`src/rtl/random_csr_rsp_pkg.sv`:
```
// rtl/random_csr_rsp_pkg.sv - shared types and constants for the fcsr responder model
package random_csr_rsp_pkg;

  typedef enum logic {
    IDLE  = 1'b0,
    DRAIN = 1'b1
  } state_t;

  localparam int ERR_CH0 = 0;
  localparam int ERR_CH1 = 1;

  localparam int BP0_LO = 0;
  localparam int BP0_HI = 2;
  localparam int BP1_LO = 3;
  localparam int BP1_HI = 5;
  localparam int LAT_LO = 12;
  localparam int LAT_HI = 15;

endpackage

```
`src/rtl/lfsr.sv`:
```
// rtl/lfsr.sv - free-running 16-bit xnor lfsr used as the random source
module lfsr (
  input  logic        CLK,
  output logic [15:0] random
);

  // xnor feedback keeps the all-zero power-up state inside the sequence
  always_ff @(posedge CLK) begin
    random <= {random[14:0], ~(random[15] ^ random[14] ^ random[12] ^ random[3])};
  end

endmodule

```
`src/rtl/random_csr_rsp.sv`:
```
// rtl/random_csr_rsp.sv - fcsr rw/rs responder with backpressure, write retire model and protocol checks
module random_csr_rsp
  import random_csr_rsp_pkg::*;
#(
  parameter int         DEPTH   = 4,
  parameter int         CNT_W   = 32,
  parameter int         RAND_EN = 1,
  parameter logic [3:0] FIX_LAT = 4'd3
) (
  input  logic             clock,
  input  logic             reset,
  input  logic             io_enq_0_valid,
  input  logic             io_enq_0_bits_isa_fcsr_rw,
  output logic             io_enq_0_ready,
  input  logic             io_enq_1_valid,
  input  logic             io_enq_1_bits_isa_fcsr_rs,
  output logic             io_enq_1_ready,
  output logic [3:0]       wr_cnt,
  output logic [CNT_W-1:0] wr_acc_cnt,
  output logic [CNT_W-1:0] rd_acc_cnt,
  output logic [CNT_W-1:0] hazard_stall_cnt,
  output logic             proto_err,
  output logic [1:0]       proto_err_code
);

  localparam logic [3:0] DEPTH_W = 4'(DEPTH);

  logic [15:0] random;
  logic        unused_bits;
  state_t      state_q, state_d;
  logic [3:0]  timer_q, timer_d, reload, wr_cnt_d;
  logic        bp0_q, bp1_q, bp0_d, bp1_d;
  logic        fire0, fire1, inc, dec, rd_inc, hz_inc;
  logic        stall0_q, stall1_q, held0_q, held1_q, viol0, viol1;

  lfsr u_lfsr (
    .CLK    (clock),
    .random (random)
  );

  assign unused_bits = ^random[LAT_LO-1:BP1_HI+1];

  assign reload = (RAND_EN != 0) ? random[LAT_HI:LAT_LO] : FIX_LAT;
  assign bp0_d  = (RAND_EN != 0) ? (random[BP0_HI:BP0_LO] != 3'd0) : 1'b1;
  assign bp1_d  = (RAND_EN != 0) ? (random[BP1_HI:BP1_LO] != 3'd0) : 1'b1;

  // reads are held off while any write is outstanding (read-after-write hazard)
  assign io_enq_0_ready = bp0_q & (wr_cnt != DEPTH_W);
  assign io_enq_1_ready = bp1_q & ~(io_enq_1_bits_isa_fcsr_rs & (wr_cnt != 4'd0));

  assign fire0  = io_enq_0_valid & io_enq_0_ready;
  assign fire1  = io_enq_1_valid & io_enq_1_ready;
  assign inc    = fire0 & io_enq_0_bits_isa_fcsr_rw;
  assign rd_inc = fire1 & io_enq_1_bits_isa_fcsr_rs;
  assign hz_inc = io_enq_1_valid & io_enq_1_bits_isa_fcsr_rs & bp1_q & (wr_cnt != 4'd0);

  assign viol0 = stall0_q & (~io_enq_0_valid | (io_enq_0_bits_isa_fcsr_rw != held0_q));
  assign viol1 = stall1_q & (~io_enq_1_valid | (io_enq_1_bits_isa_fcsr_rs != held1_q));

  always_comb begin
    state_d = state_q;
    timer_d = timer_q;
    dec     = 1'b0;
    case (state_q)
      IDLE: begin
        timer_d = reload;
        if (inc) state_d = DRAIN;
      end
      DRAIN: begin
        if (timer_q != 4'd0) begin
          timer_d = timer_q - 4'd1;
        end else begin
          dec     = 1'b1;
          timer_d = reload;
        end
      end
      default: state_d = IDLE;
    endcase
    wr_cnt_d = wr_cnt + 4'(inc) - 4'(dec);
    if (state_q == DRAIN && wr_cnt_d == 4'd0) state_d = IDLE;
  end

  always_ff @(posedge clock) begin
    if (reset) begin
      state_q          <= IDLE;
      timer_q          <= 4'd0;
      wr_cnt           <= 4'd0;
      bp0_q            <= 1'b0;
      bp1_q            <= 1'b0;
      wr_acc_cnt       <= '0;
      rd_acc_cnt       <= '0;
      hazard_stall_cnt <= '0;
      stall0_q         <= 1'b0;
      stall1_q         <= 1'b0;
      held0_q          <= 1'b0;
      held1_q          <= 1'b0;
      proto_err        <= 1'b0;
      proto_err_code   <= 2'b00;
    end else begin
      state_q          <= state_d;
      timer_q          <= timer_d;
      wr_cnt           <= wr_cnt_d;
      bp0_q            <= bp0_d;
      bp1_q            <= bp1_d;
      wr_acc_cnt       <= wr_acc_cnt + CNT_W'(inc);
      rd_acc_cnt       <= rd_acc_cnt + CNT_W'(rd_inc);
      hazard_stall_cnt <= hazard_stall_cnt + CNT_W'(hz_inc);
      stall0_q         <= io_enq_0_valid & ~io_enq_0_ready;
      stall1_q         <= io_enq_1_valid & ~io_enq_1_ready;
      held0_q          <= io_enq_0_bits_isa_fcsr_rw;
      held1_q          <= io_enq_1_bits_isa_fcsr_rs;
      if (viol0) begin
        proto_err               <= 1'b1;
        proto_err_code[ERR_CH0] <= 1'b1;
      end
      if (viol1) begin
        proto_err               <= 1'b1;
        proto_err_code[ERR_CH1] <= 1'b1;
      end
    end
  end

endmodule

```
`config.mk`:
```
export PLATFORM = sky130hd
export DESIGN_NAME = random_csr_rsp
export DESIGN_NICKNAME = d
export VERILOG_FILES = /design/src/rtl/random_csr_rsp_pkg.sv /design/src/rtl/lfsr.sv /design/src/rtl/random_csr_rsp.sv
export SDC_FILE = /design/constraint.sdc
export NUM_CORES = 1
export LEC_CHECK = 0
export ABC_AREA = 1
export BUFFER_PORTS_ARGS = -buffer_cell sky130_fd_sc_hd__buf_2
export CAP_MARGIN = 20
export CELL_PAD_IN_SITES_DETAIL_PLACEMENT = 0
export CELL_PAD_IN_SITES_GLOBAL_PLACEMENT = 2
export CORE_MARGIN = 2
export CORE_UTILIZATION = 33
export CTS_CLUSTER_SIZE = 24
export DETAILED_ROUTE_END_ITERATION = 8
export GPL_TIMING_DRIVEN = 0
export PLACE_DENSITY = 0.95
export SYNTH_ARGS = -nofsm -noshare
export SYNTH_HDL_FRONTEND = slang
export SYNTH_SLANG_ARGS = --single-unit
```
`constraint.sdc`:
```
create_clock -name clock -period 4 [get_ports clock]
set_input_delay 0.2 -clock clock [delete_from_list [all_inputs] [get_ports clock]]
set_output_delay 0.2 -clock clock [all_outputs]
set_load 0.005 [all_outputs]
```
==> metrics.yaml <==
critical_path:
  worstSetupStartpoint: "wr_cnt[3]"
  endpoint: "wr_acc_cnt[20]"
  critPathLaunchType: "flop"
  reg2reg_slack_ps: 1350
  cp.arrival_ps: 2960
  crit_type: "flop to flop"
  crit_fanout: 5
  cp-end-kind: "flop"
  r2r_end: "wr_acc_cnt[20]"
  reg2reg_from: "wr_cnt[3]"
  required_ps: 4310
  rr_worst_depth: 14
flow_run:
  cap_viol_max_count: 0
floorplanning:
  fp-row-count: 51
  design.core.area_mm2: 0.0193
  dieArea_mm2: 0.0206
  die_h_um: 143
  die_x_um: 143
  start_util: 0.333
  ios: 111
timing:
  timing.fmax_ghz: 0.377
  grt_setup_unrepaired: "false"
  drv_slew: 0
  slew_headroom: 0.472
  fin_tns_setup_ps: 0
  hold_viol: 0
  holdWs_ps: 32.8
  finalSetupViolations: 0
  tightest_slew_ps: 793
  clock_skew_ps: 10.3
  min_period_ps: 2650
  fin_crit_sh: 0.663
cts:
  cts_buffers: 17
  cts.clk_slew.worst_paths_ps: 60
  postCtsHoldBufs: 0
  cts_root_buf: "clkbuf_16"
  clockBufferDepth: 2
  cts_num_sinks: 130
  clk_latency_ps: 420
  htree_levels: 4
  cts_tree: "done"
  post_cts_resized: 0
  cts_setup_buffers: 0
route:
  drc: 0
  drt_iter0_drc: 312
  wl_um: 18400
  drtAntennaViolNets: 0
  wl_per_cell_um: 13.3
  vias_per_cell: 4.54
  first_pass_iters: 5
  dr_total_vias: 6273
status:
  outcome: "finished clean"
yosys:
  yosys_warnings: 0
  ys_seq_elements: 130
  yosysTopAreaCellShare: 0.405
  synthCells: 976
  synth_top_area_cell: "dfxtp_1"
  synth_most_common_cell: "nand2_1"
  seq_area_frac_synth: 0.405
  synth_edf_count: 0
  synthFlopType: "dfxtp_1"
  netlist_area_mm2: 0.00642
  synth_commonest_cells: "271 x nand2_1, 185 x nor2_1, 130 x dfxtp_1, 115 x inv_1, 80 x a21oi_1"
  syn_area_per_cell_um2: 6.58
  async_flop_share: 0
  yosys-top-cells-area: "dfxtp_1 41%, nand2_1 16%, nor2_1 11%"
  yosysUniqueCellTypes: 30
  syn-num-nets: 997
power:
  fin_total_pwr_mw: 3.18
  power.density_mw_per_mm2: 401
  max-vdd-ir-drop_mv: 0.365
  p_leak_nw: 2.91
global_routing:
  overflow: 0
  grt_pass1_vias: 5831
  grt_usage: 0.185
  grt_pass1_wl_um: 29400
  grt_max_degree: 17
  antenna_found_initial: 0
hold_path:
  min_from: "io_enq_0_bits_isa_fcsr_rw"
  min-delay-path-class: "input port to flop"
finish:
  stdcell_area_mm2: 0.00792
  fill_cells: 2141
  fin_util: 0.411
  nets: 1125
  synthToLayoutAreaGrowth_pct: 23.3
  regArea_mm2: 0.00260
  antenna_cells: 0
  drive_above_1_share: 0.165
  multi_input_area_mm2: 0.00333
placement:
  dpl-instance-area_mm2: 0.00730
  gp_congestion: 0.822
  dp_hpwl_um: 14400
  port_buffers: 109
==> layer usage <==
metal	track usage	wire length (µm)
met1	0.255	9330
met2	0.291	8150
met3	0.0343	665
met4	0.0614	255
met5	0	0
==> registers in the layout (all words and copies together) (netlist names) <==
signal            cells
state_q               1
rd_acc_cnt           32
bp1_q                 1
bp0_q                 1
wr_acc_cnt           32
u_lfsr.random        16
wr_cnt                4
proto_err             1
timer_q               4
held0_q               1
proto_err_code        2
stall0_q              1
held1_q               1
stall1_q              1
hazard_stall_cnt     32
==> worst max-delay path: stages (launching register included) <==
cell,delay (ps)
dfxtp_1,340
inv_1,70
ha_1,180
a31oi_1,280
nand3_1,220
inv_1,100
ha_1,190
ha_1,280
nand3_1,160
nor2_2,170
nand3_1,170
nor2_1,210
nand2_1,70
nand2_1,60
nor2_1,50
==> through the flow <==
step / instances / setup slack [ps]
floorplan: 976 / 1590
global placement: 1350 / 1350
detailed placement: 1350 / 1360
CTS: 1382 / 1340
global route: 1382 / 1080
finish: 1382 / 1350
==> kinds of logic after synthesis <==
| family | count (synthesis) | synth area share |
|---|---|---|
| AO/OA/AOI/OAI | 124 | 0.101 |
| adder cells (fa/ha/maj) | 15 | 0.0304 |
| AND/OR/NAND/NOR | 566 | 0.371 |
| XOR/XNOR | 12 | 0.0164 |
| flip-flops | 130 | 0.405 |
| buffers and inverters | 129 | 0.0760 |
==> layout by cell type, fill, tap and decap left out, types with 2 or more instances in the layout <==
cell / n
a31oi_1: 2
clkbuf_16: 17
clkbuf_1: 9
nand4_1: 5
buf_2: 112
nor2_4: 6
o21ai_0: 32
clkbuf_8: 3
nand3_2: 3
clkinvlp_4: 4
inv_6: 2
xor2_1: 5
a211oi_1: 2
nand2_2: 11
nand2_1: 271
inv_1: 115
nand3_1: 55
inv_2: 2
nor2_2: 18
or2_0: 4
o21a_1: 5
xnor2_1: 7
nor2_1: 185
dfxtp_1: 130
ha_1: 14
nor3_1: 6
bufinv_16: 3
a21oi_1: 80
==> layout make-up <==
type	instances	share of cell area
plain buffers	12	0.00616
clock buffers	21	0.0594
clock inverters	11	0.0191
inverters	117	0.0555
multi-input cells	717	0.421
flip-flops and latches	130	0.329
well taps	265	0.0419
repair buffers	109	0.0689
==> worst min-delay path by stage <==
stage / endpoint / slack (ps) / cells after the start
finish: held0_q / 30 / 3
global route: stall0_q / 40 / 3
CTS: held0_q / 20 / 3
detailed placement: u_lfsr.random[10] / 310 / 0
global placement: u_lfsr.random[10] / 310 / 0
floorplan: u_lfsr.random[10] / 310 / 0
==> report_power, final <==
| part | leakage [nW] | switching [mW] | internal, mW |
|---|---|---|---|
| Sequential | 1.05 | 0.0166 | 1.32 |
| Clock | 0.292 | 0.610 | 1.03 |
| Combinational | 1.57 | 0.122 | 0.0768 |
| Total | 2.91 | 0.749 | 2.43 |
Note: power is estimated with default switching activity, not from simulation.
